File: src/rtl/fb_scanout.sv
// fb_scanout: raster timing generator that scans a 320x240 RGB332 framebuffer
// pixel- and line-doubled onto the raster, compensating the RAM's registered read.
module fb_scanout #(
  parameter int H_ACTIVE = 640,
  parameter int H_FP     = 16,
  parameter int H_SYNC   = 96,
  parameter int H_BP     = 48,
  parameter int V_ACTIVE = 480,
  parameter int V_FP     = 10,
  parameter int V_SYNC   = 2,
  parameter int V_BP     = 33,
  parameter bit HS_POL   = 1'b0,
  parameter bit VS_POL   = 1'b0,
  parameter int FB_AW    = 17
) (
  input  logic             clk,
  input  logic             rst_n,
  output logic [FB_AW-1:0] rdaddress,
  input  logic [7:0]       q,
  output logic             hsync,
  output logic             vsync,
  output logic             de,
  output logic [23:0]      rgb,
  output logic             vblank,
  output logic             frame_start
);
  localparam int H_TOTAL = H_ACTIVE + H_FP + H_SYNC + H_BP;
  localparam int V_TOTAL = V_ACTIVE + V_FP + V_SYNC + V_BP;
  localparam int HW = $clog2(H_TOTAL);
  localparam int VW = $clog2(V_TOTAL);
  localparam int STRIDE = H_ACTIVE / 2;
  // flag vector layout: {de, hsync, vsync, vblank, frame_start}
  localparam logic [4:0] F_RST = {1'b0, ~HS_POL, ~VS_POL, 2'b00};
  logic [HW-1:0]    hcnt;
  logic [VW-1:0]    vcnt;
  logic [FB_AW-1:0] line_base;
  logic             h_end, v_end, act;
  logic [4:0]       f0, f1, f2;
  always_comb begin
    h_end = hcnt == HW'(H_TOTAL - 1);
    v_end = vcnt == VW'(V_TOTAL - 1);
    act   = hcnt < HW'(H_ACTIVE) && vcnt < VW'(V_ACTIVE);
    f0    = {act,
             (hcnt >= HW'(H_ACTIVE + H_FP) && hcnt < HW'(H_ACTIVE + H_FP + H_SYNC)) ? HS_POL : ~HS_POL,
             (vcnt >= VW'(V_ACTIVE + V_FP) && vcnt < VW'(V_ACTIVE + V_FP + V_SYNC)) ? VS_POL : ~VS_POL,
             vcnt >= VW'(V_ACTIVE),
             hcnt == '0 && vcnt == '0};
  end
  always_ff @(posedge clk) begin
    if (!rst_n) begin
      hcnt      <= '0;
      vcnt      <= '0;
      line_base <= '0;
    end else begin
      hcnt <= h_end ? '0 : hcnt + HW'(1);
      if (h_end) begin
        vcnt      <= v_end ? '0 : vcnt + VW'(1);
        line_base <= v_end ? '0
                   : (vcnt[0] && vcnt < VW'(V_ACTIVE)) ? line_base + FB_AW'(STRIDE) : line_base;
      end
    end
  end
  // stage 2 is the RAM's own address register, so f2 lines up with q
  always_ff @(posedge clk) begin
    if (!rst_n) begin
      rdaddress <= '0;
      f1        <= F_RST;
      f2        <= F_RST;
      {de, hsync, vsync, vblank, frame_start} <= F_RST;
      rgb       <= '0;
    end else begin
      if (act) rdaddress <= line_base + FB_AW'(hcnt >> 1);
      f1 <= f0;
      f2 <= f1;
      {de, hsync, vsync, vblank, frame_start} <= f2;
      rgb <= f2[4] ? {q[7:5], q[7:5], q[7:6], q[4:2], q[4:2], q[4:3], {4{q[1:0]}}} : '0;
    end
  end
endmodule

File: config.mk
export PLATFORM = sky130hd
export DESIGN_NAME = fb_scanout
export DESIGN_NICKNAME = d
export VERILOG_FILES = /design/src/rtl/fb_scanout.sv
export SDC_FILE = /design/constraint.sdc
export NUM_CORES = 1
export LEC_CHECK = 0
export BUFFER_PORTS_ARGS = -buffer_cell sky130_fd_sc_hd__buf_2
export CORE_UTILIZATION = 55
export CTS_CLUSTER_SIZE = 40
export DETAILED_ROUTE_END_ITERATION = 10
export PLACE_DENSITY_LB_ADDON = 0.2
export SYNTH_ARGS = -nofsm -noshare
export SYNTH_HDL_FRONTEND = slang
export SYNTH_SLANG_ARGS = --single-unit
File: constraint.sdc
create_clock -name clk -period 5.4 [get_ports clk]
set_input_delay 0.27 -clock clk [delete_from_list [all_inputs] [get_ports clk]]
set_output_delay 0.27 -clock clk [all_outputs]
set_load 0.05 [all_outputs]
==> metrics.txt <==
Syn-to-layout area delta 12.1%; fmax 0.467 GHz; met3 WL post-DR 252 um; largest net degree at the start of global routing 39; Overflow after GRT 0; vias per inst 5.50; layout cells sized above 1 20.5%; clock-pin transition on the worst setup and hold timing paths 70 ps; CTS sink cnt 71; ANT nets after route 0; total internal power 849 uW; vias in the first global route 2308; fill count 497; metal2 WL 3.15 mm; Die Ht 78.1 um; final hold vios 0; Horiz. Die Dim 78.1 um; Vias 2545; post-CTS setup repair buffer count 0; max-cap violations 0; CTS Hold Bufs 0; drt pass-1 iters 4; Synth Area in Adders 3.54%; gpl congestion 0.871; Post-synth top cells dfxtp_1, nand2_1, nor2_1; largest area contributor in the synthesized netlist dfxtp_1; TritonCTS buffer count 9; area of the multi-input gates 1520 sq um; drt drc 0; Max Slew Vio Count 0; die area 6100 sq um; Slew @ Worst Pin 820 ps; Peak VDD IR 0.198 mV; crit share post-route 39.6%; top cell type's share of synthesized area 44.7%; largest family of logic cells by synthesized area simple AND/OR/NAND/NOR gates; Critical Path AT 2350 ps; Final Skew 7.04 ps; Top Metal Used met4; TNS Setup 0 ps; DR iter-0 viols 164; initial antenna violation count 0; core area 5540 sq um; crit-path max FO 16; final setup violation count 0; PostCTS Resize Cnt 0; Clk network pwr share 46.0%; Netlist cell types 48; drt wl/cell 14.1 um; Final min period 2140 ps; pwr dens 305 nW/um^2; Comb power frac 4.8%; Final #Nets 405; Post-Synthesis Cells 354; Leakage 1.54 nW; Port Buffer Count 55; Site Rows 27; Post-Syn Nets 373; Req. time, crit path 5610 ps; met1 wire length 2.95 mm; GRT Util Overall 22.8%; yosys warns 0; Post-Synth Simple-Gate Area 25.8%; sequential cell area fraction in the yosys report 44.7%; Storage cell area 1420 sq um; CP endpoint kind flip-flop; Max clock buf depth 2; synthesized area 3180 sq um; first-pass GRT wire length 10.6 mm; ant diodes 0; routed wire length 6.51 mm; clock root buffer clkbuf_8; Top Ports 56; P_sw 237 uW; RSZ-0062 raised after global routing false; Setup crit start kind flip-flop; async set or reset register ratio after synthesis 0%; final hold slack 156 ps; mux cell area share after synthesis 0%; EDFF count, synth 0; Seq pwr share 49.2%; most common cell in the netlist dfxtp_1; clock latency at the later pin of the worst-skew pair 350 ps; Synth Area in Compound Gates 12.3%; switching share of total power 21.8%; Post-Synth XOR/XNOR Area 6.05%; Worst slew margin 45.4%; syn avg cell area 8.99 sq um; status finished, final reports clean; Seq cells post-synth 71; top cells by area, synth dfxtp_1, nand2_1, buf_4; top_reg_cell synth dfxtp_1; CTS tree built; DP Wirelength 4.51 mm; HP Class in -> reg; Setup CP Type reg -> reg; H-tree depth 3; starting density of the core 57.5%
## worst max-delay path: stages (launching register included)
cell and delay, ps:
dfxtp_1 380, ha_1 200, and3_1 330, nand3_2 340
o21ai_2 570, o22ai_1 170
## power by group through the flow
stage	combinational [mW]	sequential [mW]	clock (mW)
floorplan	0.0320	0.557	0
global placement	0.0513	0.546	0
detailed placement	0.0517	0.547	0
CTS	0.0522	0.535	0.508
global route	0.0549	0.535	0.539
finish	0.0518	0.535	0.500
## sequential cells by signal, indices dropped and copies added, names as in the netlist, 5 cells and up
name       flops
f1             5
rdaddress     17
rgb            8
hcnt          10
f2             5
vcnt          10
line_base     11
## final timing paths
check	start	to	slack, ps	cells past startpoint
worst max-delay path	hcnt[1]	line_base[14]	3260	5
worst min-delay path	q[3]	rgb[14]	160	2
worst max register to register	hcnt[1]	line_base[14]	3260	5
worst min register to register	f1[3]	f2[3]	410	1
## metrics by stage
| step | util (%) | power (mW) | instances | instance area [sq um] | setup slack [ps] |
|---|---|---|---|---|---|
| global route | 64.4 | 1.13 | 463 | 3570 | 3130 |
| CTS | 64.4 | 1.09 | 463 | 3570 | 3300 |
| global placement | 60.1 | 0.598 | 447 | 3330 | 3410 |
| finish | 64.4 | 1.09 | 463 | 3570 | 3260 |
| detailed placement | 60.1 | 0.599 | 447 | 3330 | 3320 |
| floorplan | - | 0.589 | 354 | 3180 | 3690 |
## layout by cell type, fill, tap and decap left out, types with 7 or more instances in the layout
cell / n
and3_1: 14
and2_1: 8
xnor2_1: 11
nand2_1: 41
nand3_1: 14
o21ai_0: 13
xor2_1: 11
dfxtp_1: 71
ha_1: 9
inv_1: 7
buf_2: 55
nor2_1: 32
clkbuf_8: 9
a21oi_1: 24
nand4_1: 7
## per-layer routing
layer / track usage [%] / up-vias
met5: 0 / -
met4: 10.9 / 0
met3: 6.63 / 13
met2: 37.7 / 57
met1: 27.1 / 1202
li1: - / 1273
## cell type report
class	count	share of cell area, %
Inverter	7	0.737
Clock buffer	10	3.58
Sequential cell	71	39.8
Multi-Input combinational cell	242	42.5
Timing Repair Buffer	55	7.72
Tap cell	72	2.53
Clock inverter	6	3.05
## cell families after synthesis
family | Yosys count
DFF | 71
AOI/OAI and AO/OA | 62
xor gates and xnor gates | 22
buffers and inverters | 41
adders and majority gates | 9
and+or+nand+nor | 149
Note: power is estimated with default switching activity, not from simulation.
